**src/rtl/udma_traffic_gen_pkg.sv**
```systemverilog
// Shared definitions for the uDMA traffic generator/checker.
// Holds the channel mode and FSM state encodings, the bit layout of the
// 32-bit per-channel setup word and the LFSR constants plus its step function.
package udma_traffic_gen_pkg;

  typedef enum logic [1:0] {
    MODE_SINK = 2'd0,
    MODE_CNT  = 2'd1,
    MODE_LOOP = 2'd2,
    MODE_LFSR = 2'd3
  } mode_e;

  typedef enum logic [1:0] {
    ST_IDLE = 2'd0,
    ST_RUN  = 2'd1,
    ST_WAIT = 2'd2,
    ST_DONE = 2'd3
  } state_e;

  // Setup word layout
  localparam int MODE_LSB   = 0;
  localparam int MODE_W     = 2;
  localparam int EN_BIT     = 2;
  localparam int THR_LSB    = 8;
  localparam int THR_W      = 8;
  localparam int NBEATS_LSB = 16;
  localparam int NBEATS_W   = 16;

  localparam logic [31:0] LFSR_POLY = 32'h8020_0003;
  localparam logic [31:0] LFSR_SEED = 32'hACE1_0001;

  // Right-shifting Galois LFSR: feedback taps are XORed in when bit 0 falls out.
  function automatic logic [31:0] lfsr_next(input logic [31:0] s);
    lfsr_next = (s >> 1) ^ (s[0] ? LFSR_POLY : 32'h0);
  endfunction

endpackage

```
**src/rtl/udma_traffic_gen_ch.sv**
```systemverilog
// One traffic generator/checker channel.
// Ports:
//   clk_i, rst_i            clock, synchronous active-high reset
//   cfg_setup_i[31:0]       setup word (mode, en, thr, nbeats)
//   tx_data_i/valid/ready   uDMA -> generator stream
//   rx_data_o/valid/ready   generator -> uDMA stream
//   busy_o                  channel in RUN or WAIT
//   done_o                  one-cycle pulse on reaching nbeats
//   beat_cnt_o              accepted beats since start (saturating)
//   chksum_o                XOR of accepted TX beats since start
module udma_traffic_gen_ch
  import udma_traffic_gen_pkg::*;
#(
  parameter int DATA_W     = 32,
  parameter int FIFO_DEPTH = 8
) (
  input  logic              clk_i,
  input  logic              rst_i,
  input  logic [31:0]       cfg_setup_i,
  input  logic [DATA_W-1:0] tx_data_i,
  input  logic              tx_valid_i,
  output logic              tx_ready_o,
  output logic [DATA_W-1:0] rx_data_o,
  output logic              rx_valid_o,
  input  logic              rx_ready_i,
  output logic              busy_o,
  output logic              done_o,
  output logic [15:0]       beat_cnt_o,
  output logic [DATA_W-1:0] chksum_o
);

  localparam int PTR_W = $clog2(FIFO_DEPTH);
  localparam logic [PTR_W:0]    PTR_ONE = (PTR_W + 1)'(1);
  localparam logic [DATA_W-1:0] CTR_ONE = DATA_W'(1);

  state_e                state_q, state_d;
  mode_e                 mode_q, mode_d;
  logic [THR_W-1:0]      thr_q, thr_d, wait_q, wait_d;
  logic [NBEATS_W-1:0]   nbeats_q, nbeats_d, cnt_q, cnt_d;
  logic [DATA_W-1:0]     chksum_q, chksum_d, ctr_q, ctr_d;
  logic [31:0]           lfsr_q, lfsr_d;
  logic [PTR_W:0]        wr_ptr_q, wr_ptr_d, rd_ptr_q, rd_ptr_d;
  logic [DATA_W-1:0]     mem_q [FIFO_DEPTH];
  logic [DATA_W-1:0]     mem_d [FIFO_DEPTH];
  logic                  done_q, done_d;

  mode_e                 cfg_mode;
  logic                  cfg_en;
  logic [THR_W-1:0]      cfg_thr;
  logic [NBEATS_W-1:0]   cfg_nbeats;
  logic [4:0]            unused_cfg_bits;

  assign cfg_mode        = mode_e'(cfg_setup_i[MODE_LSB +: MODE_W]);
  assign cfg_en          = cfg_setup_i[EN_BIT];
  assign cfg_thr         = cfg_setup_i[THR_LSB +: THR_W];
  assign cfg_nbeats      = cfg_setup_i[NBEATS_LSB +: NBEATS_W];
  assign unused_cfg_bits = cfg_setup_i[7:3];

  logic fifo_empty, fifo_full;
  assign fifo_empty = (wr_ptr_q == rd_ptr_q);
  assign fifo_full  = (wr_ptr_q[PTR_W] != rd_ptr_q[PTR_W]) &&
                      (wr_ptr_q[PTR_W-1:0] == rd_ptr_q[PTR_W-1:0]);

  logic              tx_ready, rx_valid, tx_acc, rx_acc, beat;
  logic [DATA_W-1:0] rx_data;

  // tx_ready is gated by the live enable so a disabled channel takes no new
  // input while it drains its pending RX beat; rx_valid never depends on en,
  // so an offered beat is never withdrawn.
  always_comb begin
    tx_ready = 1'b0;
    rx_valid = 1'b0;
    rx_data  = '0;
    case (mode_q)
      MODE_SINK: tx_ready = cfg_en && (state_q == ST_RUN);
      MODE_CNT: begin
        rx_valid = (state_q == ST_RUN);
        rx_data  = ctr_q;
      end
      MODE_LOOP: begin
        tx_ready = cfg_en && !fifo_full && (state_q == ST_RUN || state_q == ST_WAIT);
        rx_valid = (state_q == ST_RUN) && !fifo_empty;
        rx_data  = mem_q[rd_ptr_q[PTR_W-1:0]];
      end
      default: begin
        rx_valid = (state_q == ST_RUN);
        rx_data  = lfsr_q[DATA_W-1:0];
      end
    endcase
    if (!rx_valid) rx_data = '0;
  end

  assign tx_acc = tx_valid_i && tx_ready;
  assign rx_acc = rx_valid && rx_ready_i;
  assign beat   = (mode_q == MODE_SINK) ? tx_acc : rx_acc;

  always_comb begin
    state_d  = state_q;
    mode_d   = mode_q;
    thr_d    = thr_q;
    nbeats_d = nbeats_q;
    wait_d   = wait_q;
    cnt_d    = cnt_q;
    chksum_d = chksum_q;
    ctr_d    = ctr_q;
    lfsr_d   = lfsr_q;
    wr_ptr_d = wr_ptr_q;
    rd_ptr_d = rd_ptr_q;
    mem_d    = mem_q;
    done_d   = 1'b0;

    if (tx_acc) begin
      chksum_d = chksum_q ^ tx_data_i;
      if (mode_q == MODE_LOOP) begin
        mem_d[wr_ptr_q[PTR_W-1:0]] = tx_data_i;
        wr_ptr_d = wr_ptr_q + PTR_ONE;
      end
    end

    if (beat) begin
      if (cnt_q != 16'hFFFF) cnt_d = cnt_q + 16'd1;
      case (mode_q)
        MODE_CNT:  ctr_d    = ctr_q + CTR_ONE;
        MODE_LFSR: lfsr_d   = lfsr_next(lfsr_q);
        MODE_LOOP: rd_ptr_d = rd_ptr_q + PTR_ONE;
        default:   ;
      endcase
    end

    case (state_q)
      ST_IDLE: begin
        // FIFO is held empty while idle, which also flushes it after a disable.
        wr_ptr_d = '0;
        rd_ptr_d = '0;
        if (cfg_en) begin
          state_d  = ST_RUN;
          mode_d   = cfg_mode;
          thr_d    = cfg_thr;
          nbeats_d = cfg_nbeats;
          cnt_d    = '0;
          chksum_d = '0;
          ctr_d    = '0;
          lfsr_d   = LFSR_SEED;
        end
      end
      ST_RUN: begin
        if (beat) begin
          if (nbeats_q != '0 && (cnt_q + 16'd1) == nbeats_q) begin
            state_d = ST_DONE;
            done_d  = 1'b1;
          end else if (!cfg_en) begin
            state_d = ST_IDLE;
          end else if (thr_q != '0) begin
            state_d = ST_WAIT;
            wait_d  = thr_q;
          end
        end else if (!cfg_en && !rx_valid) begin
          state_d = ST_IDLE;
        end
      end
      ST_WAIT: begin
        if (!cfg_en)                state_d = ST_IDLE;
        else if (wait_q == 8'd1)    state_d = ST_RUN;
        else                        wait_d  = wait_q - 8'd1;
      end
      default: begin
        if (!cfg_en) state_d = ST_IDLE;
      end
    endcase
  end

  always_ff @(posedge clk_i) begin
    if (rst_i) begin
      state_q  <= ST_IDLE;
      mode_q   <= MODE_SINK;
      thr_q    <= '0;
      nbeats_q <= '0;
      wait_q   <= '0;
      cnt_q    <= '0;
      chksum_q <= '0;
      ctr_q    <= '0;
      lfsr_q   <= LFSR_SEED;
      wr_ptr_q <= '0;
      rd_ptr_q <= '0;
      done_q   <= 1'b0;
    end else begin
      state_q  <= state_d;
      mode_q   <= mode_d;
      thr_q    <= thr_d;
      nbeats_q <= nbeats_d;
      wait_q   <= wait_d;
      cnt_q    <= cnt_d;
      chksum_q <= chksum_d;
      ctr_q    <= ctr_d;
      lfsr_q   <= lfsr_d;
      wr_ptr_q <= wr_ptr_d;
      rd_ptr_q <= rd_ptr_d;
      done_q   <= done_d;
    end
  end

  // FIFO storage needs no reset: the pointers define what is valid.
  always_ff @(posedge clk_i) begin
    mem_q <= mem_d;
  end

  assign tx_ready_o = tx_ready;
  assign rx_valid_o = rx_valid;
  assign rx_data_o  = rx_data;
  assign busy_o     = (state_q == ST_RUN) || (state_q == ST_WAIT);
  assign done_o     = done_q;
  assign beat_cnt_o = cnt_q;
  assign chksum_o   = chksum_q;

endmodule

```
**src/rtl/udma_traffic_gen_mc.sv**
```systemverilog
// Multi-channel uDMA traffic generator/checker: NUM_CH independent channels
// behind the data_tx_dc / data_rx_dc streams. Slicing and wiring only.
// Ports (channel n occupies slice n of every bus):
//   clk_i, rst_i       clock, synchronous active-high reset
//   cfg_setup_i        NUM_CH x 32 setup words
//   tx_*               uDMA -> generator streams
//   rx_*               generator -> uDMA streams
//   busy_o, done_o     per-channel status
//   beat_cnt_o         NUM_CH x 16 accepted beat counters
//   chksum_o           NUM_CH x DATA_W XOR checksums of accepted TX beats
module udma_traffic_gen_mc
  import udma_traffic_gen_pkg::*;
#(
  parameter int NUM_CH     = 4,
  parameter int DATA_W     = 32,
  parameter int FIFO_DEPTH = 8
) (
  input  logic                     clk_i,
  input  logic                     rst_i,
  input  logic [NUM_CH*32-1:0]     cfg_setup_i,
  input  logic [NUM_CH*DATA_W-1:0] tx_data_i,
  input  logic [NUM_CH-1:0]        tx_valid_i,
  output logic [NUM_CH-1:0]        tx_ready_o,
  output logic [NUM_CH*DATA_W-1:0] rx_data_o,
  output logic [NUM_CH-1:0]        rx_valid_o,
  input  logic [NUM_CH-1:0]        rx_ready_i,
  output logic [NUM_CH-1:0]        busy_o,
  output logic [NUM_CH-1:0]        done_o,
  output logic [NUM_CH*16-1:0]     beat_cnt_o,
  output logic [NUM_CH*DATA_W-1:0] chksum_o
);

  for (genvar n = 0; n < NUM_CH; n++) begin : g_ch
    udma_traffic_gen_ch #(
      .DATA_W     (DATA_W),
      .FIFO_DEPTH (FIFO_DEPTH)
    ) u_ch (
      .clk_i       (clk_i),
      .rst_i       (rst_i),
      .cfg_setup_i (cfg_setup_i[32*n +: 32]),
      .tx_data_i   (tx_data_i[DATA_W*n +: DATA_W]),
      .tx_valid_i  (tx_valid_i[n]),
      .tx_ready_o  (tx_ready_o[n]),
      .rx_data_o   (rx_data_o[DATA_W*n +: DATA_W]),
      .rx_valid_o  (rx_valid_o[n]),
      .rx_ready_i  (rx_ready_i[n]),
      .busy_o      (busy_o[n]),
      .done_o      (done_o[n]),
      .beat_cnt_o  (beat_cnt_o[16*n +: 16]),
      .chksum_o    (chksum_o[DATA_W*n +: DATA_W])
    );
  end

endmodule

```
**config.mk**
```make
export PLATFORM = sky130hd
export DESIGN_NAME = udma_traffic_gen_mc
export DESIGN_NICKNAME = d
export VERILOG_FILES = /design/src/rtl/udma_traffic_gen_pkg.sv /design/src/rtl/udma_traffic_gen_ch.sv /design/src/rtl/udma_traffic_gen_mc.sv
export SDC_FILE = /design/constraint.sdc
export NUM_CORES = 2
export LEC_CHECK = 0
export ABC_CLOCK_PERIOD_IN_PS = 12420
export CAP_MARGIN = 40
export CORE_ASPECT_RATIO = 0.8
export CORE_MARGIN = 8
export CORE_UTILIZATION = 45
export CTS_CLUSTER_SIZE = 24
export DETAILED_ROUTE_END_ITERATION = 10
export GPL_TIMING_DRIVEN = 0
export PLACE_DENSITY = 0.72
export SLEW_MARGIN = 20
export SYNTH_ARGS = -nofsm -noshare
export SYNTH_HDL_FRONTEND = slang
export SYNTH_SLANG_ARGS = --single-unit
```
**constraint.sdc**
```tcl
create_clock -name clk_i -period 12.42 [get_ports clk_i]
set_input_delay 2.484 -clock clk_i [delete_from_list [all_inputs] [get_ports clk_i]]
set_output_delay 2.484 -clock clk_i [all_outputs]
set_load 0.005 [all_outputs]
```
==> qor.json <==
{
  "grt_start_max_net_pins": 22,
  "synth.top_cell.area_share": 0.4398,
  "cp.required_ns": 9.94,
  "timing.hold.worst_path_depth": 2,
  "grt_antenna_before_repair": 21,
  "seqPwrFrac": 0.493,
  "timing_worst_slew_pin_value_ns": 0.8862,
  "setup_fix_buffers_added_after_clock_tree_synthesis": 0,
  "antenna_left": 0,
  "post_route_cells_drive_above_1_share": 0.1228,
  "dr_total_vias": 49260,
  "total_leakage_power_nw": 27.47,
  "maxCapViolCount": 0,
  "grt_pass1_wl_mm": 301.7,
  "vias_per_cell": 5.656,
  "detailedRoute.firstPassIterationCount": 6,
  "design.final.nets": 6836,
  "register_to_register_path_setup_slack_ns": 8.03,
  "detail_route.iter0.violations": 5244,
  "setup.worst_path.start_class": "input port",
  "timing.slew.headroom": 0.4092,
  "cts.htree.levels": 4,
  "core_box_area_um2": 154500,
  "place.port_buffers": 577,
  "gr-usage-all-layers": 0.2314,
  "setup-tns-final_ns": 0,
  "max_clock_freq_mhz": 142.0,
  "avgSynthCellArea_um2": 12.35,
  "cts_tree": "built",
  "setup_viol": 0,
  "pre_cts_slack_ns": 5.421,
  "power.ir.vdd_worst_v": 0.0001416,
  "clk_root_buf": "clkbuf_16",
  "tritoncts.num_buffers": 162,
  "rsz0062_at_grt": "false",
  "post_synth_main_area_contributors": "edfxtp_1, dfxtp_1, mux4_2, nand2_1, xor2_1",
  "pwr_density_cell_nw_per_um2": 140.9,
  "initial_core_util": 0.4526,
  "worst_setup_hold_path_clk_slew_ns": 0.06,
  "number_of_enable_flip_flop_cells_after_synthesis": 1024,
  "drcViolationCount": 0,
  "gp_routability_congestion": 0.9410,
  "swShare": 0.2416,
  "netlist_instances": 5660,
  "internal_power_of_the_cells_w": 0.009159,
  "dominantRegCellSynth": "edfxtp_1",
  "layout-area-overhead-vs-synth_pct": 22.57,
  "final.setup.worst_slack_ns": 5.377,
  "n_fill_cell": 12440,
  "synth-warning-count": 0,
  "post_cts.resized_instances": 0,
  "async_set_reset_flop_share_out_of_synthesis": 0,
  "power_frac_clock": 0.421,
  "hold_violations": 0,
  "hold-worst-slack_ns": 0.4618,
  "top_level_ports": 602,
  "die_footprint_um2": 168300,
  "combinationalPowerShare": 0.086,
  "synth.cells.most_frequent": "edfxtp_1, nand2_1, dfxtp_1, nor2_1, a21oi_1",
  "ys_types": 95,
  "synthesized_flop_and_latch_total": 1652,
  "routed_wl_mm": 203.2,
  "die_height_um": 368.5,
  "power_switching_w": 0.002917,
  "status": "complete, no violations",
  "worstSetupEndpointType": "output pin",
  "worst-r2r-cell-count": 10,
  "synth_fp_nets": 5970,
  "gr-total-overflow": 0,
  "clkSinkCount": 1652,
  "criticalPathCategory": "in2out",
  "hold_buffers": 0,
  "vias_in_the_first_global_route": 47900,
  "worstPathArrival_ns": 4.56,
  "synth_top_cell_by_area": "edfxtp_1",
  "core.rowCount": 129,
  "detail_route.wl_per_cell_um": 23.33,
  "final_max_slew_viol_count": 0,
  "min-delay-path-class": "reg2reg",
  "crit_fanout": 10,
  "syn-cell-area_um2": 69910,
  "fp.dieW_um": 456.7,
  "yosys.cell_count.top_type": "edfxtp_1",
  "synth_sequential_area_ratio": 0.6197,
  "clk-insertion-delay-late_ns": 0.80,
  "clock_period_minus_worst_slack_ns": 7.043,
  "clock_tree.buffer_depth": 3,
  "dp_hpwl_mm": 148.5,
  "skew_ns": 0.02364,
  "period_share": 0.5671
}
## kinds of logic (layout without fill, tap and decap cells)
| family | after synthesis | in the layout | synth area share |
|---|---|---|---|
| simple gates | 1983 | 1983 | 0.1262 |
| flops | 1652 | 1652 | 0.6197 |
| compound gates | 741 | 741 | 0.06404 |
| mux | 436 | 436 | 0.1088 |
| buf+inv | 413 | 1420 | 0.02411 |
| xor+xnor | 391 | 391 | 0.04931 |
| fa+ha+maj | 44 | 44 | 0.007875 |
| other cells | 0 | 13 | 0 |
## placed cells by master (no fill, tap or decap), drive strengths merged, types with 52 or more instances in the layout
| cell type | synthesis | layout |
|---|---|---|
| edfxtp | 1024 | 1024 |
| nand2 | 880 | 880 |
| dfxtp | 628 | 628 |
| nor2 | 584 | 584 |
| clkdlybuf4s50 | 0 | 577 |
| clkbuf | 261 | 483 |
| a21oi | 342 | 342 |
| xor2 | 275 | 275 |
| mux4 | 256 | 256 |
| buf | 102 | 226 |
| o21ai | 167 | 167 |
| mux2i | 149 | 149 |
| nand3 | 122 | 122 |
| xnor2 | 115 | 115 |
| a22oi | 94 | 94 |
| nor3 | 62 | 62 |
| nand4 | 60 | 60 |
| inv | 49 | 59 |
| clkinv | 1 | 54 |
| nor4 | 52 | 52 |
## critical path, cell delays in order
cell and delay, ns:
clkdlybuf4s50_1 0.58, clkbuf_1 0.39, nand2b_1 0.10, a21oi_1 0.33, buf_4 0.18, clkdlybuf4s50_1 0.50
## path summary, 6_finish.rpt
| path | end | from |
|---|---|---|
| setup / recovery | tx_ready_o[1] | cfg_setup_i[34] |
| hold / removal | g_ch[2].u_ch.lfsr_q[24]$_SDFF_PP0_ | g_ch[2].u_ch.lfsr_q[25]$_SDFF_PP0_ |
| setup reg to reg | g_ch[0].u_ch.mem_q[159]$_DFFE_PP_ | g_ch[0].u_ch.rd_ptr_q[2]$_SDFFE_PP0P_ |
| hold reg to reg | g_ch[2].u_ch.lfsr_q[24]$_SDFF_PP0_ | g_ch[2].u_ch.lfsr_q[25]$_SDFF_PP0_ |
## state kept, by name, summed over array words and instances, names as in the netlist, 32 cells and up
register and cells:
g_ch.u_ch.nbeats_q 64, g_ch.u_ch.chksum_o 128, g_ch.u_ch.ctr_q 128, g_ch.u_ch.wait_q 32, g_ch.u_ch.beat_cnt_o 64, g_ch.u_ch.lfsr_q 128
g_ch.u_ch.thr_q 32, g_ch.u_ch.mem_q 1024
## power by group through the flow
stage | Clock, W | Sequential [W] | Combinational, W
after floorplan | 0 | 0.00605 | 0.000561
after global placement | 0 | 0.00607 | 0.000993
after detailed placement | 0 | 0.00607 | 0.00102
after CTS | 0.00515 | 0.00595 | 0.00103
after global routing | 0.00538 | 0.00596 | 0.00113
final | 0.00508 | 0.00596 | 0.00104
## layout make-up
class | instances | area, um2 | area share
Antenna cell | 13 | 32.53 | 0.0003797
Inverter | 50 | 187.7 | 0.002190
Tap cell | 2030 | 2540 | 0.02964
Multi-Input combinational cell | 3595 | 25120 | 0.2931
Buffer | 363 | 1505 | 0.01757
Clock inverter | 83 | 969.7 | 0.01132
Timing Repair Buffer | 702 | 7435 | 0.08676
Sequential cell | 1652 | 43320 | 0.5056
Clock buffer | 222 | 4579 | 0.05344
## per-layer routing
layer	share of wire	vias up	GRT usage
met3	0.079	353	0.04468
met2	0.47	2110	0.3741
met4	0.034	4	0.07906
met1	0.41	24490	0.3148
met5	0.00011	-	0
li1	-	22310	-
## per-stage QoR
step,util,instance area (um2),cells,total power [W]
after floorplan,-,69910,5660,0.006613
after global placement,0.5064,78230,8267,0.007065
after detailed placement,0.5179,80000,8383,0.007095
after CTS,0.5539,85550,8688,0.01213
after global routing,0.5547,85680,8708,0.01247
final,0.5547,85690,8710,0.01208
Power figures use the tool's default switching activity.
